`src/rtl/bin_clause_mover.sv`:
```
// -----------------------------------------------------------------------------
// bin_clause_mover
//
// Moves one bin of NUM_CLAUSES_A_BIN clause rows between the clause-bin RAM
// and the clause array of a sat engine core.
//   load  (mode 0): RAM -> core, reads pipelined over RAM_RD_LATENCY cycles
//   store (mode 1): core -> RAM, write-back of learnt/updated clauses
// Row k of bin b lives at RAM address (b*NUM_CLAUSES_A_BIN + k) mod
// 2^ADDR_WIDTH_CLAUSES.
//
// Optional feature macro: BIN_CLAUSE_CHECKSUM_EN
//   adds checksum_o, the XOR of every row moved in the current operation.
//
// Ports
//   clk          rising-edge clock
//   rst          asynchronous active-low reset
//   start_i      request pulse, sampled only while busy_o = 0
//   mode_i       0 = load, 1 = store (sampled with start_i)
//   bin_id_i     bin to move (sampled with start_i)
//   busy_o       transfer in progress (includes the done_o cycle)
//   done_o       one-cycle completion pulse
//   ram_re_o     clause RAM read enable
//   ram_we_o     clause RAM write enable
//   ram_addr_o   clause RAM address
//   ram_din_o    clause RAM write data
//   ram_dout_i   clause RAM read data, valid RAM_RD_LATENCY cycles after read
//   wr_carray_o  one-hot core row write strobe
//   rd_carray_o  one-hot core row read select
//   clause_o     row data to core
//   clause_i     row data from core, combinational on rd_carray_o
//   checksum_o   (BIN_CLAUSE_CHECKSUM_EN only) XOR of transferred rows
// -----------------------------------------------------------------------------
module bin_clause_mover #(
   parameter int NUM_CLAUSES_A_BIN  = 8,
   parameter int NUM_VARS_A_BIN     = 8,
   parameter int WIDTH_CLAUSES      = NUM_VARS_A_BIN * 2,
   parameter int WIDTH_BIN_ID       = 10,
   parameter int ADDR_WIDTH_CLAUSES = 9,
   parameter int RAM_RD_LATENCY     = 1
) (
   input  logic                          clk,
   input  logic                          rst,
   input  logic                          start_i,
   input  logic                          mode_i,
   input  logic [WIDTH_BIN_ID-1:0]       bin_id_i,
   output logic                          busy_o,
   output logic                          done_o,
   output logic                          ram_re_o,
   output logic                          ram_we_o,
   output logic [ADDR_WIDTH_CLAUSES-1:0] ram_addr_o,
   output logic [WIDTH_CLAUSES-1:0]      ram_din_o,
   input  logic [WIDTH_CLAUSES-1:0]      ram_dout_i,
   output logic [NUM_CLAUSES_A_BIN-1:0]  wr_carray_o,
   output logic [NUM_CLAUSES_A_BIN-1:0]  rd_carray_o,
   output logic [WIDTH_CLAUSES-1:0]      clause_o,
   input  logic [WIDTH_CLAUSES-1:0]      clause_i
`ifdef BIN_CLAUSE_CHECKSUM_EN
   ,
   output logic [WIDTH_CLAUSES-1:0]      checksum_o
`endif
);

   localparam int N  = NUM_CLAUSES_A_BIN;
   localparam int L  = RAM_RD_LATENCY;
   localparam int AW = ADDR_WIDTH_CLAUSES;
   localparam int CW = $clog2(N + 1);          // counts 0..N
   localparam int IW = (N > 1) ? $clog2(N) : 1; // row index 0..N-1

   // Every pipe stage except the exiting one; used to detect "drained".
   localparam logic [L-1:0] NONEXIT_MASK = {L{1'b1}} >> 1;

   typedef enum logic [2:0] {
      IDLE,
      LOAD_ISSUE,
      LOAD_DRAIN,
      STORE,
      DONE
   } state_t;

   state_t                  state, state_nx;
   logic [CW-1:0]           cnt;
   logic [WIDTH_BIN_ID-1:0] bin_q;

   // Load read pipe: one (valid, row index) entry per outstanding read.
   logic [L-1:0]            pipe_v;
   logic [IW-1:0]           pipe_k [L];

   // Store stage: row captured from the core, written to RAM next cycle.
   logic                    st_v;
   logic [IW-1:0]           st_k;
   logic [WIDTH_CLAUSES-1:0] st_data;

   logic                    start_ok;
   logic                    issue;
   logic                    capture;
   logic                    exit_v;
   logic [IW-1:0]           exit_k;
   logic [IW-1:0]           k_cur;
   logic [AW-1:0]           base;
   logic [AW-1:0]           rd_addr;
   logic [AW-1:0]           wr_addr;

   function automatic logic [N-1:0] onehot(input logic [IW-1:0] k);
      logic [N-1:0] r;
      r = '0;
      for (int i = 0; i < N; i++) r[i] = (k == IW'(i));
      return r;
   endfunction

   assign start_ok = (state == IDLE) && start_i;
   assign issue    = (state == LOAD_ISSUE);
   assign capture  = (state == STORE) && (cnt < CW'(N));
   assign k_cur    = IW'(cnt);
   assign exit_v   = pipe_v[L-1];
   assign exit_k   = pipe_k[L-1];

   // Truncation to AW bits gives the modulo-2^AW wrap of the bin base.
   assign base    = AW'(bin_q * N);
   assign rd_addr = base + AW'(k_cur);
   assign wr_addr = base + AW'(st_k);

   // -------------------------------------------------------------------------
   // State register and datapath registers
   // -------------------------------------------------------------------------
   // NOTE: state is updated with non-blocking assignments so every register
   // samples the values of the previous cycle regardless of statement order.
   always_ff @(posedge clk or negedge rst) begin
      if (!rst) begin
         state   <= IDLE;
         cnt     <= '0;
         bin_q   <= '0;
         pipe_v  <= '0;
         for (int i = 0; i < L; i++) pipe_k[i] <= '0;
         st_v    <= 1'b0;
         st_k    <= '0;
         st_data <= '0;
      end else begin
         state <= state_nx;

         if (start_ok) begin
            bin_q <= bin_id_i;
            cnt   <= '0;
         end else if (issue || capture) begin
            cnt <= cnt + 1'b1;
         end

         pipe_v[0] <= issue;
         pipe_k[0] <= k_cur;
         for (int i = 1; i < L; i++) begin
            pipe_v[i] <= pipe_v[i-1];
            pipe_k[i] <= pipe_k[i-1];
         end

         st_v <= capture;
         if (capture) begin
            st_k    <= k_cur;
            st_data <= clause_i;
         end
      end
   end

   // -------------------------------------------------------------------------
   // Next state and outputs
   // -------------------------------------------------------------------------
   // NOTE: every signal gets a default at the top of the block so no path
   // leaves it unassigned, which would otherwise infer a latch.
   always_comb begin
      state_nx    = state;
      busy_o      = (state != IDLE);
      done_o      = (state == DONE);
      ram_re_o    = issue;
      ram_we_o    = st_v;
      ram_addr_o  = '0;
      ram_din_o   = '0;
      wr_carray_o = '0;
      rd_carray_o = '0;
      clause_o    = '0;

      if (issue)     ram_addr_o = rd_addr;
      else if (st_v) ram_addr_o = wr_addr;

      if (st_v)    ram_din_o   = st_data;
      if (capture) rd_carray_o = onehot(k_cur);

      // Read data returns independently of the state: a row is written to
      // the core exactly when its read leaves the latency pipe.
      if (exit_v) begin
         wr_carray_o = onehot(exit_k);
         clause_o    = ram_dout_i;
      end

      case (state)
         IDLE:       if (start_i) state_nx = mode_i ? STORE : LOAD_ISSUE;
         LOAD_ISSUE: if (cnt == CW'(N - 1)) state_nx = LOAD_DRAIN;
         // The exiting entry is written this cycle, so DONE may follow once
         // no other stage still holds a read.
         LOAD_DRAIN: if ((pipe_v & NONEXIT_MASK) == '0) state_nx = DONE;
         STORE:      if (st_v && (st_k == IW'(N - 1))) state_nx = DONE;
         DONE:       state_nx = IDLE;
         default:    state_nx = IDLE;
      endcase
   end

`ifdef BIN_CLAUSE_CHECKSUM_EN
   // Accumulates over the operation; nothing moves after done_o, so the value
   // stays put until the next accepted start clears it.
   logic [WIDTH_CLAUSES-1:0] csum;

   always_ff @(posedge clk or negedge rst) begin
      if (!rst)          csum <= '0;
      else if (start_ok) csum <= '0;
      else if (exit_v)   csum <= csum ^ ram_dout_i;
      else if (capture)  csum <= csum ^ clause_i;
   end

   assign checksum_o = csum;
`else
   // Checksum accumulator not built.
`endif

endmodule
```
`config.mk`:
```
export PLATFORM = sky130hd
export DESIGN_NAME = bin_clause_mover
export DESIGN_NICKNAME = d
export VERILOG_FILES = /design/src/rtl/bin_clause_mover.sv
export SDC_FILE = /design/constraint.sdc
export NUM_CORES = 1
export LEC_CHECK = 0
export CORE_MARGIN = 5
export CORE_UTILIZATION = 35
export DETAILED_ROUTE_END_ITERATION = 8
export MAX_ROUTING_LAYER = met4
export PLACE_DENSITY_LB_ADDON = 0.1
export SETUP_SLACK_MARGIN = 0.3
export SYNTH_ARGS = -nofsm -noshare
export SYNTH_HDL_FRONTEND = slang
export SYNTH_SLANG_ARGS = --single-unit
```
`constraint.sdc`:
```
create_clock -name clk -period 1.45 [get_ports clk]
set_input_delay 0.2175 -clock clk [delete_from_list [all_inputs] [get_ports clk]]
set_output_delay 0.2175 -clock clk [all_outputs]
set_load 0.01 [all_outputs]
```
==> impl_metrics.toml, run 1 <==
[route]
top_layer = "met4"
drt-pass1-iter-count = 4
postRouteAntennaNets = 0
vias_per_cell = 4.82
wl_met1_mm = 3.04
drc = 0
drt_iter0_drc = 82
vias = 2105
dr_wl_met2_mm = 3.45
dr_wl_met3_um = 587
wl_per_cell_um = 16.6
drt-total-wl_mm = 7.27

[status]
status = "finished, violations left"
violations = "negative setup slack"

[timing]
drv_slew = 0
setup_slack_ns = -0.331
period_needed_ns = 1.78
hold_violations = 0
max_freq_ghz = 0.562
finClkSkew_ns = 0.00489
period_share = 1.23
relSlewSlack = 0.681
rsz0062_at_grt = "true"
worst_slew_pin_slew_ns = 0.479
setup_violations = 75

[setup_path]
worstReg2RegEnd = "st_k[1]"
r2r_start = "state[2]"
start_kind = "register"
critPathKind = "register to output port"
required_ns = 1.23
crit_arrival_ns = 1.56
r2r_cells = 7
cp-end-kind = "output port"
critPathMaxFanout = 7
reg2reg_setup_slack_ns = -0.22

[clocking]
clock_path_buffers = 2
tritoncts = "done"
cts_sinks = 37
cts_buffers = 5
clockRootBuffer = "clkbuf_8"
clkTransAtPathRegs_ns = 0.07
cts_max_level = 2
clock_latency_ns = 0.28

[worst_hold_path]
min_from = "cnt[2]"
worst_hold_path.num_cells = 0
hold_class = "register to register"
min_to = "exit_k[2]"

[cells_and_area]
drive_gt1_frac = 0.688
design_area_um2 = 4300
instances_no_fill = 437
nets = 416
diodes = 0
area_delta_synth_final_pct = 117

[die]
die-width_um = 85.3
rows = 27
initial_core_util = 0.360
die_h_um = 85.3
core_um2 = 5510
ios = 107
dieArea_um2 = 7280

[yosys]
synth_compound_area_frac = 0.0410
ys_types = 32
synth-adder-area-share = 0.0378
synth_seq_area_share = 0.467
synth_edf_count = 0
yosys.area_share.simple = 0.274
yosysTopAreaCellShare = 0.467
muxShareOfSynthArea = 0.142
ys_top_cells_by_area = "dfrtp_1 47%, mux2_2 14%, and2_1 11%"
ys_ff_latch = 37
syn-instance-count = 181
dominantRegCellSynth = "dfrtp_1"
synth_xor_area_frac = 0
syn_area_um2 = 1980
synth_top_area_cell = "dfrtp_1"
avgSynthCellArea_um2 = 11.0
async_flop_share = 1.00
synth_top_family_by_area = "simple AND/OR/NAND/NOR gates"
ys_warn_count = 0
synth_nets = 233

[global_routing]
grt_overflow = 0
gr-usage-all-layers = 0.189
antenna_found_initial = 0
grt_pass1_wl_mm = 10.7
grt_max_degree = 38
grt_pass1_vias = 2179

[pwr]
p_total_mw = 2.00
leakage_nw = 2.07
power.density_nw_per_um2 = 466
ir_drop_v = 0.000370

[placement]
hpwlAfterDp_mm = 4.22
port_buffers = 102
dp.cells = 374
dp_slack_ns = -0.428
dpl_cell_area_um2 = 3310
place.gp.congestion = 0.829

[run]
cap_violations = 0
-- registers in the layout, indices dropped and copies added (netlist names) --
name,flops
cnt,4
ram_we_o,1
st_data,16
exit_k,3
exit_v,1
st_k,3
state,3
bin_q,6
-- logic make-up after synthesis --
family | Yosys count
muxes | 25
and+or+nand+nor | 88
adders and majority gates | 6
buffers and inverters | 12
AOI/OAI and AO/OA | 13
DFF | 37
-- area by class of cell --
cell class	instances	area (um2)
clock buffer	6	72.6
clock inverter	2	10.0
fill	355	1210
sequential	37	933
inverter	3	11.3
tap	72	90.1
timing repair buffer	184	1850
multi-input combinational	133	1330
-- cells in the final DEF, fill, tap and decap left out, types with 4 or more instances in the layout --
cell type        Yosys  routed
dfrtp_1             37      31
buf_12               0       5
nand3_1              4       4
nand2b_4             1       4
mux2_4               0      22
buf_2                1      23
clkdlybuf4s50_1      0      40
and3_1               6       4
dfrtp_2              0       6
nor2b_2              0       6
buf_6                3      79
clkbuf_8             0       5
buf_4                2      33
nand2_1             11       8
and2_4               0      34
-- worst max-delay path, cell delays in order (launching register included) --
cell	delay, ns
dfrtp_1	0.39
buf_4	0.15
nor3b_4	0.18
buf_4	0.15
buf_6	0.11
nand2_1	0.05
o21ai_1	0.09
buf_2	0.16
-- synth_stat cells (3+ instances only) --
library cell	count
mux2_2	24
and2_1	35
nor2_1	8
clkbuf_1	3
nor3_1	3
nand2b_1	4
o21ai_0	5
a21oi_1	3
inv_1	3
ha_1	6
nand3_1	4
nand2_1	11
nor2b_1	7
dfrtp_1	37
buf_6	3
and3_1	6
-- what timing repair did --
action	4_1_cts	5_1_grt
hold buffers	1	0
resized for setup	342	74
hold endpoints to repair	37	0
gates cloned	7	0
buffers inserted	38	9
setup endpoints to repair	93	93
pin swaps	18	8
-- worst max-delay path by stage --
stage	start	to	slack (ns)
finish	state[2]	ram_addr_o[2]	-0.33
global placement	state[2]	rd_carray_o[1]	-0.39
floorplan	state[2]	st_data[0]	-0.07
CTS	state[2]	rd_carray_o[1]	-0.33
detailed placement	state[2]	rd_carray_o[1]	-0.43
global route	state[2]	rd_carray_o[1]	-0.40
-- routing by layer --
metal  vias up  global-route usage
met2       105               0.316
met5         -                   -
li1        981                   -
met3        17              0.0592
met1      1002               0.220
met4         0              0.0504
-- per-stage QoR --
step | util | setup TNS (ns) | hold WS, ns
global placement | 0.601 | -14.43 | 0.292
detailed placement | 0.601 | -15.85 | 0.291
finish | 0.780 | -12.30 | 0.490
floorplan | - | -1.49 | -0.0781
global route | 0.780 | -16.26 | 0.518
CTS | 0.710 | -10.57 | 0.468
-- report_power, final --
group | switching, mW | total (mW) | internal (mW)
Sequential | 0.0154 | 1.06 | 1.05
Combinational | 0.0822 | 0.250 | 0.167
Clock | 0.355 | 0.688 | 0.333
(Power assumes the default switching activity.)
==> inputs of run 2 (changes only) <==
--- a/config.mk
+++ b/config.mk
@@ -6,7 +6,8 @@
 export NUM_CORES = 1
 export LEC_CHECK = 0
 export CORE_MARGIN = 5
-export CORE_UTILIZATION = 35
+export CORE_UTILIZATION = 36
+export CTS_BUF_LIST = sky130_fd_sc_hd__clkbuf_4
 export DETAILED_ROUTE_END_ITERATION = 8
 export MAX_ROUTING_LAYER = met4
 export PLACE_DENSITY_LB_ADDON = 0.1
==> run 2 against run 1 <==
Net effect:
- the flow still finishes with violations (negative setup slack)
- die area shrank 2.4%
- clock power fell by 21%
- critical path depth unchanged
- critical endpoint is now ram_addr_o[5]
- highest routed layer unchanged
==> impl_metrics.toml, run 2 (synthesis results as in run 1) <==
[status]
status = "finished, violations left"
violations = "negative setup slack"

[global_routing]
gr-usage-all-layers = 0.193
grt_pass1_vias = 2193
grt_max_degree = 19
antenna_found_initial = 0
grt_pass1_wl_mm = 10.8
grt_overflow = 0

[worst_hold_path]
hold_class = "input port to asynchronous set/reset pin"

[die]
dieArea_um2 = 7100
ios = 107
initial_core_util = 0.365
core_um2 = 5440
die_h_um = 84.2
die-width_um = 84.2
rows = 27

[clocking]
cts_sinks = 37
cts_buffers = 5
clockRootBuffer = "clkbuf_4"
clock_path_buffers = 2
cts_max_level = 2
tritoncts = "done"
clock_latency_ns = 0.34
clkTransAtPathRegs_ns = 0.12

[timing]
period_needed_ns = 1.88
hold_slack_ns = 0.313
finClkSkew_ns = 0.0156
rsz0062_at_grt = "true"
hold_violations = 0
setup_slack_ns = -0.428
drv_slew = 0
period_share = 1.30
fin_setup_tns_ns = -18.23
setup_violations = 83
relSlewSlack = 0.766
worst_slew_pin_slew_ns = 0.350
max_freq_ghz = 0.532

[setup_path]
critPathKind = "register to output port"
crit_path_cell_trace = "buf_6 > nor3b_4 > buf_6 > buf_6 > nor2_4 > nor2b_2 > buf_2"
crit_arrival_ns = 1.66
worst_path_most_repeated_cell = "buf_6"
required_ns = 1.23
critPathSlowestCell = "dfrtp_2"
cp-end-kind = "output port"
critPathMaxFanout = 6
slowest_delay_ns = 0.45
start_kind = "register"

[route]
drt-pass1-iter-count = 4
top_layer = "met4"
drc = 0
dr_wl_met2_mm = 3.48
drt_iter0_drc = 72
vias_per_cell = 4.83
drt-total-wl_mm = 7.02
wl_met1_mm = 2.90
wl_per_cell_um = 16.6
dr_wl_met3_um = 549
vias = 2046
postRouteAntennaNets = 0

[cells_and_area]
design_area_um2 = 4170
final_cell_mix = "76 x buf_6, 40 x clkdlybuf4s50_1, 33 x dfrtp_1, 31 x and2_4, 27 x buf_2"
diodes = 0
layout_commonest_cell = "buf_6"
area_delta_synth_final_pct = 110
multi_input_area_um2 = 1380
final_util = 0.767
nFillCells = 367
regMostFlops = "st_data"
largest_register_ffs = 16
drive_gt1_frac = 0.696
nets = 403
largestRegisters = "st_data (16), bin_q (6), cnt (4)"
seq_area_um2 = 931

[run]
cap_violations = 0

[placement]
hpwlAfterDp_mm = 4.21
port_buffers = 102
place.gp.congestion = 0.872
dpl_cell_area_um2 = 3330

[pwr]
power.density_nw_per_um2 = 443
p_total_mw = 1.85
ir_drop_v = 0.000478
leakage_nw = 2.02
run 2: changes by cell type in the layout (fill, tap and decap cells not counted), moves of 4 or more:
cell / change
buf_4: -12
clkbuf_4: +6
clkbuf_8: -5
buf_2: +4
run 2: routing by layer:
metal / up-vias / GRT usage
met5: - / -
met4: 0 / 0.0482
met3: 10 / 0.0579
met2: 99 / 0.330
met1: 980 / 0.221
li1: 957 / -
run 2: timing repair:
item	4_1_cts	5_1_grt
setup buffers	27	6
resized for setup	344	81
hold endpoints to repair	13	0
hold buffers	1	0
setup endpoints to repair	93	94
pin swaps	15	14
cloned	6	1
run 2: final cells by class:
class	count	area share
Timing Repair Buffer	171	0.407
Multi-Input combinational cell	133	0.332
Sequential cell	37	0.223
Tap cell	72	0.0216
Clock buffer	6	0.0108
Inverter	3	0.00270
Clock inverter	2	0.00240
run 2: power by group:
part | leakage (nW) | total (mW) | switching (mW) | internal (mW)
Clock | 0.0354 | 0.542 | 0.338 | 0.204
Combinational | 1.51 | 0.245 | 0.0825 | 0.163
Sequential | 0.476 | 1.06 | 0.0132 | 1.05
Total | 2.02 | 1.85 | 0.434 | 1.42
run 2: worst paths after layout:
check | startpoint | end | slack [ns] | cells after the start
setup reg to reg | state[2] | st_data[12] | -0.35 | 7
hold / removal | rst | cnt[3] | 0.31 | 2
hold reg to reg | bin_q[1] | bin_q[1] | 0.52 | 1
setup / recovery | state[2] | ram_addr_o[5] | -0.43 | 7
max in group asynchronous | rst | bin_q[3] | 0.71 | 3
min in group clk | clause_i[9] | st_data[9] | 0.49 | 2
run 2: stage by stage:
| step | cells | setup slack (ns) |
|---|---|---|
| after global placement | 375 | -0.382 |
| after CTS | 417 | -0.412 |
| after floorplan | 181 | -0.0733 |
| after detailed placement | 375 | -0.416 |
| after global routing | 424 | -0.517 |
| final | 424 | -0.428 |
run 2: worst max-delay path, delay by kind of cell, from the launching register on:
kind | cells | cell delay [ns]
buffers and inverters | 4 | 0.52
DFF | 1 | 0.45
and+or+nand+nor | 3 | 0.37
